==> config.mk <==
export PLATFORM = sky130hd
export DESIGN_NAME = case_conv_arbiter
export DESIGN_NICKNAME = d
export VERILOG_FILES = /design/src/rtl/case_conv_pkg.sv /design/src/rtl/case_conv_core.sv /design/src/rtl/case_conv_arbiter.sv
export SDC_FILE = /design/constraint.sdc
export NUM_CORES = 1
export LEC_CHECK = 0
export CAP_MARGIN = 40
export CELL_PAD_IN_SITES_DETAIL_PLACEMENT = 0
export CELL_PAD_IN_SITES_GLOBAL_PLACEMENT = 2
export CORE_MARGIN = 1
export CORE_UTILIZATION = 30
export DETAILED_ROUTE_END_ITERATION = 12
export GPL_TIMING_DRIVEN = 0
export PLACE_DENSITY_LB_ADDON = 0.15
export REMOVE_ABC_BUFFERS = 1
export SETUP_SLACK_MARGIN = 0.3
export SLEW_MARGIN = 30
export SYNTH_ARGS = -nofsm -noshare
export SYNTH_HDL_FRONTEND = slang
export SYNTH_SLANG_ARGS = --single-unit
==> constraint.sdc <==
create_clock -name clk -period 3.7 [get_ports clk]
set_clock_uncertainty 0.05 [all_clocks]
set_input_delay 0.74 -clock clk [delete_from_list [all_inputs] [get_ports clk]]
set_output_delay 0.74 -clock clk [all_outputs]
set_load 0.02 [all_outputs]
==> src/rtl/case_conv_pkg.sv <==
// +----------------------------------------------------------------------+
// | case_conv_pkg: shared state encoding and ASCII case constants        |
// | Rev 1.0                                                              |
// +----------------------------------------------------------------------+
`default_nettype none

package case_conv_pkg;

  typedef enum logic [1:0] {
    IDLE = 2'd0,
    OWN0 = 2'd1,
    OWN1 = 2'd2
  } state_e;

  localparam logic [7:0] LC_LO      = 8'h61;
  localparam logic [7:0] LC_HI      = 8'h7A;
  localparam logic [7:0] CASE_DELTA = 8'h20;

endpackage

`default_nettype wire

==> src/rtl/case_conv_core.sv <==
// +----------------------------------------------------------------------+
// | case_conv_core: combinational ASCII lower-to-upper case converter    |
// | Rev 1.0                                                              |
// +----------------------------------------------------------------------+
`default_nettype none

module case_conv_core
  import case_conv_pkg::*;
(
  input  logic [7:0] data_i,
  input  logic       en_i,
  output logic [7:0] data_o
);

  logic w_is_lower;

  assign w_is_lower = (data_i >= LC_LO) && (data_i <= LC_HI);
  assign data_o     = (en_i && w_is_lower) ? (data_i - CASE_DELTA) : data_i;

endmodule

`default_nettype wire

==> src/rtl/case_conv_arbiter.sv <==
// +----------------------------------------------------------------------+
// | case_conv_arbiter: round-robin, burst-bounded sharing of one case    |
// | converter between two byte streams, registered tagged output         |
// | Rev 1.0                                                              |
// +----------------------------------------------------------------------+
`default_nettype none

module case_conv_arbiter
  import case_conv_pkg::*;
#(
  parameter int BURST = 4,
  parameter int CNT_W = 16
) (
  input  logic             clk,
  input  logic             rst_n,
  input  logic             s0_valid,
  output logic             s0_ready,
  input  logic [7:0]       s0_data,
  input  logic             s1_valid,
  output logic             s1_ready,
  input  logic [7:0]       s1_data,
  input  logic [1:0]       conv_en,
  output logic             m_valid,
  input  logic             m_ready,
  output logic [7:0]       m_data,
  output logic             m_src,
  output logic [CNT_W-1:0] cnt0,
  output logic [CNT_W-1:0] cnt1
);

  localparam logic [3:0] C_BURST = 4'(BURST);

  state_e           state_q;
  logic             last_q;
  logic [3:0]       burst_q;
  logic             m_valid_q;
  logic [7:0]       m_data_q;
  logic             m_src_q;
  logic [CNT_W-1:0] cnt0_q;
  logic [CNT_W-1:0] cnt1_q;

  logic       w_ld;
  logic       w_gnt;
  logic       w_gnt_vld;
  logic       w_xfer;
  logic [7:0] w_conv_in;
  logic [7:0] w_conv_out;
  logic [3:0] w_burst_d;
  state_e     w_state_d;

  assign w_ld = !m_valid_q || m_ready;

  // Grant only ever selects a channel whose valid is high.
  always_comb begin
    w_gnt     = 1'b0;
    w_gnt_vld = 1'b0;
    case (state_q)
      OWN0: begin
        if (s0_valid) begin
          w_gnt_vld = 1'b1;
          w_gnt     = (burst_q >= C_BURST) && s1_valid;
        end else if (s1_valid) begin
          w_gnt_vld = 1'b1;
          w_gnt     = 1'b1;
        end
      end
      OWN1: begin
        if (s1_valid) begin
          w_gnt_vld = 1'b1;
          w_gnt     = !((burst_q >= C_BURST) && s0_valid);
        end else if (s0_valid) begin
          w_gnt_vld = 1'b1;
          w_gnt     = 1'b0;
        end
      end
      default: begin
        if (s0_valid || s1_valid) begin
          w_gnt_vld = 1'b1;
          w_gnt     = (s0_valid && s1_valid) ? !last_q : s1_valid;
        end
      end
    endcase
  end

  assign w_xfer    = w_ld && w_gnt_vld;
  assign s0_ready  = rst_n && w_xfer && !w_gnt;
  assign s1_ready  = rst_n && w_xfer && w_gnt;

  assign w_conv_in = w_gnt ? s1_data : s0_data;
  assign w_state_d = w_gnt ? OWN1 : OWN0;
  // Staying with the same owner extends the burst; a handoff restarts it at 1.
  assign w_burst_d = (state_q != w_state_d) ? 4'd1 :
                     (burst_q >= C_BURST)   ? C_BURST : burst_q + 4'd1;

  case_conv_core u_core (
    .data_i (w_conv_in),
    .en_i   (conv_en[w_gnt]),
    .data_o (w_conv_out)
  );

  always_ff @(posedge clk or negedge rst_n) begin
    if (!rst_n) begin
      state_q   <= IDLE;
      last_q    <= 1'b1;
      burst_q   <= 4'd0;
      m_valid_q <= 1'b0;
      m_data_q  <= 8'h00;
      m_src_q   <= 1'b0;
      cnt0_q    <= '0;
      cnt1_q    <= '0;
    end else if (w_ld) begin
      if (w_xfer) begin
        state_q   <= w_state_d;
        last_q    <= w_gnt;
        burst_q   <= w_burst_d;
        m_valid_q <= 1'b1;
        m_data_q  <= w_conv_out;
        m_src_q   <= w_gnt;
        if (w_gnt) begin
          cnt1_q <= cnt1_q + CNT_W'(1);
        end else begin
          cnt0_q <= cnt0_q + CNT_W'(1);
        end
      end else begin
        state_q   <= IDLE;
        burst_q   <= 4'd0;
        m_valid_q <= 1'b0;
      end
    end
  end

  assign m_valid = m_valid_q;
  assign m_data  = m_data_q;
  assign m_src   = m_src_q;
  assign cnt0    = cnt0_q;
  assign cnt1    = cnt1_q;

endmodule

`default_nettype wire

Word level (Yosys, flattened, before mapping)
Index checks and enable logic that the tools add are counted.
{"block": "word_totals", "reg_bits": 49}
{"block": "classes", "eq_ne": 3, "n_bitwise": 1, "muxes": 21, "n_reduce_logical": 18, "addsub": 4, "magnitude_cmp": 4}
{"cell": "adder 16 x 1 -> 16 bit, second input constant", "n": 2}
{"cell": "2-to-1 mux 8 bit", "n": 2}
{"cell": "2-to-1 mux 1 bit", "n": 12}
{"cell": "2-to-1 mux 4 bit", "n": 3}
{"cell": "logical AND 1 bit", "n": 9}
{"cell": ">= comparator 8 x 7 -> 1 bit, second input constant", "n": 1}
{"cell": "less-or-equal comparator 8 x 7 -> 1 bit, second input constant", "n": 1}
{"cell": "subtractor 8 x 6 -> 8 bit, second input constant", "n": 1}
{"cell": "AND reduction 3 bit", "n": 2}
{"cell": "adder 4 x 1 -> 4 bit, second input constant", "n": 1}
{"cell": ">= comparator 4 x 3 -> 1 bit, second input constant", "n": 1}
{"cell": "zero test 1 bit", "n": 4}
{"cell": "2-to-1 mux 2 bit", "n": 2}
{"cell": "one-hot mux 1 bit (2 select lines)", "n": 2}
{"cell": "equality test 2 x 1 -> 1 bit, second input constant", "n": 1}
{"cell": "equality test 2 bit, second input constant", "n": 1}
{"cell": "logical OR 1 bit", "n": 2}
{"cell": "< comparator 1 x 2 -> 1 bit, second input constant", "n": 1}
{"cell": "!= test 2 bit", "n": 1}
{"cell": "AND reduction 2 bit", "n": 1}
{"cell": "NOT 1 bit", "n": 1}

Depth between registers and ports, before layout
{"block": "logic_depth", "word_depth": 10, "ltp_mapped": 9}

Hierarchy
From an unflattened synthesis, not the netlist that was laid out.
{"block": "unflattened", "hier_cells": 238, "hier_area_um2": 2446.1}
{"mod": "case_conv_arbiter", "seq_area_each_um2": 1227.4, "cells_per_inst": 219, "instances": 1, "area_each_um2": 2312.2}
{"mod": "case_conv_core", "seq_area_each_um2": 0.0, "cells_per_inst": 19, "instances": 1, "area_each_um2": 133.9}

Least setup slack after synthesis
No wires, ideal clock.
{"block": "synth_path", "kind": "flip-flop to output port", "from": "register state_q[0]", "to": "output s0_ready", "slack_ns": 0.732, "path_buffers": 1, "arrival_ns": 2.178, "path_stages_with_launch": 8, "t_required_ns": 2.910, "path_cell_list": "dfrtp_1 inv_1 ha_1 or3b_2 o211ai_2 nor2_2 buf_2 nor2_1"}
{"block": "synth_via", "elab_chain_cells": 5, "word_cells_on_any_way": 8, "cone_classes": "2 x eq/ne; 2 x mux; 4 x reduce/logical"}
{"item": "start: declaration", "line": "case_conv_arbiter.sv:33", "text": "state_e state_q;"}
{"item": "start signal: assignment", "line": "case_conv_arbiter.sv:113", "text": "state_q <= w_state_d;"}
{"item": "equality test 2 bit / equality test 2 x 1 -> 1 bit (equally long branches)", "line": "case_conv_arbiter.sv:57", "text": "case (state_q)"}
{"item": "one-hot mux 1 bit (2 select lines)", "line": "case_conv_arbiter.sv:57"}
{"item": "logical AND 1 bit", "line": "case_conv_arbiter.sv:85", "text": "assign w_xfer = w_ld && w_gnt_vld;"}
{"item": "logical AND 1 bit", "line": "case_conv_arbiter.sv:86", "text": "assign s0_ready = rst_n && w_xfer && !w_gnt;"}
{"item": "logical AND 1 bit *", "line": "case_conv_arbiter.sv:86"}
{"item": "end: declaration", "line": "case_conv_arbiter.sv:17", "text": "output logic s0_ready,"}
Every way passes the cells marked *; elsewhere a longest branch is shown, timed or not.

Worst setup path in the final report
{"block": "layout_path", "from": "input s0_valid", "to": "output s1_ready"}
{"block": "layout_via", "elab_chain_cells": 6, "word_cells_on_any_way": 17, "cone_classes": "10 x mux; 7 x reduce/logical"}
{"item": "start: declaration", "line": "case_conv_arbiter.sv:16", "text": "input logic s0_valid,"}
{"item": "2-to-1 mux 1 bit / logical OR 1 bit (equally long branches)", "line": "case_conv_arbiter.sv:71, case_conv_arbiter.sv:77"}
{"item": "2-to-1 mux 1 bit (on tied branches)", "line": "case_conv_arbiter.sv:68, case_conv_arbiter.sv:77"}
{"item": "one-hot mux 1 bit (2 select lines)", "line": "case_conv_arbiter.sv:57"}
{"item": "logical AND 1 bit", "line": "case_conv_arbiter.sv:85"}
{"item": "logical AND 1 bit", "line": "case_conv_arbiter.sv:87", "text": "assign s1_ready = rst_n && w_xfer && w_gnt;"}
{"item": "logical AND 1 bit *", "line": "case_conv_arbiter.sv:87"}
{"item": "end: declaration", "line": "case_conv_arbiter.sv:20", "text": "output logic s1_ready,"}
Marked as above.

==> results.yml <==
timing:
  drv_slew: 0
  rsz0062_at_grt: "false"
  layout_min_cycle_time_ns: 3.32
  max_freq_mhz: 301
  slew_headroom_pct: 54.0
  finalHoldViolCount: 0
  setup_ws_ns: 0.381
  finalSetupViolations: 0
  tns_ns: 0
  timing.final.crit_share_pct: 89.7
  holdWs_ns: 0.202
  tightestPinTransition_ns: 0.688
worst_setup_path:
  path_cells: "clkdlybuf4s50_1 -> or3b_2 -> o211ai_4 -> nor2_4 -> and3_1 -> dlygate4sd2_1"
  cp_data_required_time_ns: 2.91
  max_stage_delay_ns: 0.53
  criticalPathCategory: "in2out"
  slowest_stage: "clkdlybuf4s50_1"
  crit_arrival_ns: 2.53
  worstSetupEndpointType: "output port"
  critPathMaxFanout: 5
  cp-start-kind: "primary input"
place:
  place_ws_ns: -0.337
  dp_cells: 390
  portBuffers: 66
  gp_congestion: 0.738
  dp_hpwl_mm: 4.05
route:
  first_pass_iters: 4
  antenna_left: 0
  vias: 1878
  drt_iter0_drc: 42
  wl_per_cell_microns: 14.0
  drt-total-wl_mm: 5.63
  viasPerCell: 4.67
  drcViolationCount: 0
yosys:
  ys_ff_latch: 49
  synth_cell_types: 48
  yosys.area.top_type_share_pct: 49.2
  avgSynthCellArea_sq_um: 10.9
  synth_ff_type: "dfrtp_1"
  synth_edf_count: 0
  synth_common_cells: "dfrtp_1 (48), nand2_1 (25), xor2_1 (18), nor2_1 (14), xnor2_1 (12)"
  synthArstFlopShare_pct: 100
  synthCells: 225
  yosys.area.top_type: "dfrtp_1"
  yosysMostFrequentCell: "dfrtp_1"
  ys_seq_area_share_pct: 50.3
  synth.yosys.warnings: 0
  syn_area_sq_mm: 0.00244
  synth_area_leaders: "dfrtp_1 (49%), xor2_1 (6.5%), xnor2_1 (4.3%)"
floorplanning:
  pin_count: 67
  core_sq_mm: 0.00781
  start_util_pct: 31.3
  rows: 32
  die_y_microns: 92.2
  die_w_microns: 92.2
  dieArea_sq_mm: 0.00851
final_layout:
  nNetsFinal: 328
  fill_cells: 776
  fin_cells: 402
  area_growth_pct: 37.6
  diodes: 0
  drive_gt1_share_pct: 10.0
run:
  max-cap-violations: 0
global_routing:
  grtUsageTotal_pct: 14.7
  antenna_found_initial: 0
  grt_start_max_net_pins: 44
  first_global_vias: 1929
  grt_overflow_total: 0
  grt_first_pass_wirelength_mm: 9.74
clock_network:
  clkTransAtPathRegs_ns: 0.09
  tritoncts: "done"
  cts.sinks: 49
  h-tree-depth: 2
  cts_max_path_buffers: 2
  clkLatencyLatePin_ns: 0.31
  clock_tree.root_cell: "clkbuf_8"
  numCtsBuffers: 5
outcome:
  status: "completed"
power:
  p_total_uw: 1800
  powerDensity_mw_per_mm2: 536
  p_clk_share_pct: 18.2
  swShare_pct: 37.7
  seqPwrFrac_pct: 42.0
  power.switching_uw: 680
  p_leak_uw: 0.00148
  irDropWorstVdd_mv: 0.350
  p_int_uw: 1120
  pwr-share-comb_pct: 39.8
hold_path:
  hold_class: "in2async"
==> layer usage <==
metal / wire length (microns) / track usage (%)
met5: 0 / 0
met4: 68 / 3.91
met3: 246 / 3.57
met2: 2540 / 22.9
met1: 2770 / 20.3
==> cells by family after synthesis <==
logic type                 share of synthesized area (%)
and+or+nand+nor                                     19.3
DFF                                                 50.3
xor gates and xnor gates                            10.8
AOI/OAI and AO/OA                                   9.73
buffers and inverters                               2.05
muxes                                               4.87
adders and majority gates                           3.07
==> cell type report <==
type / instances / area, sq um / share of cell area [%]
clock buffers: 5 / 68.8 / 2.05
multi-input cells: 165 / 1180 / 35.1
flip-flops and latches: 49 / 1230 / 36.5
well taps: 102 / 128 / 3.80
repair buffers: 72 / 714 / 21.3
inverters: 6 / 22.5 / 0.670
clock inverters: 3 / 21.3 / 0.633
==> stage by stage <==
stage	cell area (sq um)	utilization (%)
after detailed placement	3230	41.4
after global routing	3360	43.0
final	3360	43.0
after CTS	3360	43.0
after global placement	3200	41.0
after floorplan	2410	-
==> sequential cells by signal, indices dropped and copies added (netlist names) <==
signal and count:
cnt1 16, m_data 8, m_src 1, m_valid 1, burst_q 4, state_q 2
last_q 1, cnt0 16
==> layout by cell type (no fill, tap or decap), drive strengths merged, types with 2 or more instances in the layout <==
| cell type | netlist | routed |
|---|---|---|
| a211oi | 2 | 2 |
| a21o | 5 | 5 |
| a311oi | 2 | 2 |
| and3 | 4 | 4 |
| buf | 2 | 6 |
| clkbuf | 3 | 6 |
| clkdlybuf4s50 | 0 | 63 |
| dfrtp | 48 | 48 |
| dlygate4sd2 | 0 | 2 |
| ha | 6 | 6 |
| inv | 6 | 7 |
| mux2 | 4 | 4 |
| mux2i | 7 | 7 |
| nand2 | 25 | 25 |
| nand2b | 2 | 2 |
| nand3 | 10 | 10 |
| nand4 | 5 | 5 |
| nor2 | 15 | 15 |
| nor2b | 2 | 2 |
| nor3 | 10 | 10 |
| nor4 | 5 | 5 |
| o2111ai | 2 | 2 |
| o211ai | 2 | 2 |
| o21ai | 8 | 8 |
| o22ai | 2 | 2 |
| or2 | 2 | 2 |
| or3b | 2 | 2 |
| or4 | 4 | 4 |
| xnor2 | 12 | 12 |
| xor2 | 18 | 18 |
==> timing repair <==
item / 4_1_cts / 5_1_grt
resized for setup: 4 / 0
endpoints found under the setup margin: 2 / 1
pin swaps: 3 / 1
setup buffers: 3 / 0
hold buffers: 0 / 0
==> power by group through the flow <==
stage	logic [uW]	registers [uW]	clock network [uW]
finish	717	758	328
global route	787	783	364
CTS	726	759	345
detailed placement	696	769	0
global placement	687	771	0
floorplan	294	859	0
==> final timing paths <==
| kind | startpoint | to | slack [ns] | depth (start not counted) |
|---|---|---|---|---|
| min in group clk | cnt1[15] | cnt1[15] | 0.42 | 1 |
| hold reg to reg | cnt1[15] | cnt1[15] | 0.42 | 1 |
| setup / recovery | s0_valid | s1_ready | 0.38 | 6 |
| max in group asynchronous | rst_n | last_q | 2.91 | 2 |
| setup reg to reg | state_q[0] | cnt0[9] | 0.96 | 8 |
| hold / removal | rst_n | burst_q[0] | 0.20 | 1 |
==> worst max-delay path: cells and delay by family <==
family | cells | cell delay (ns)
AND/OR/NAND/NOR | 3 | 0.71
buffers and inverters | 2 | 0.84
AO/OA/AOI/OAI | 1 | 0.23
Power figures use the tool's default switching activity.
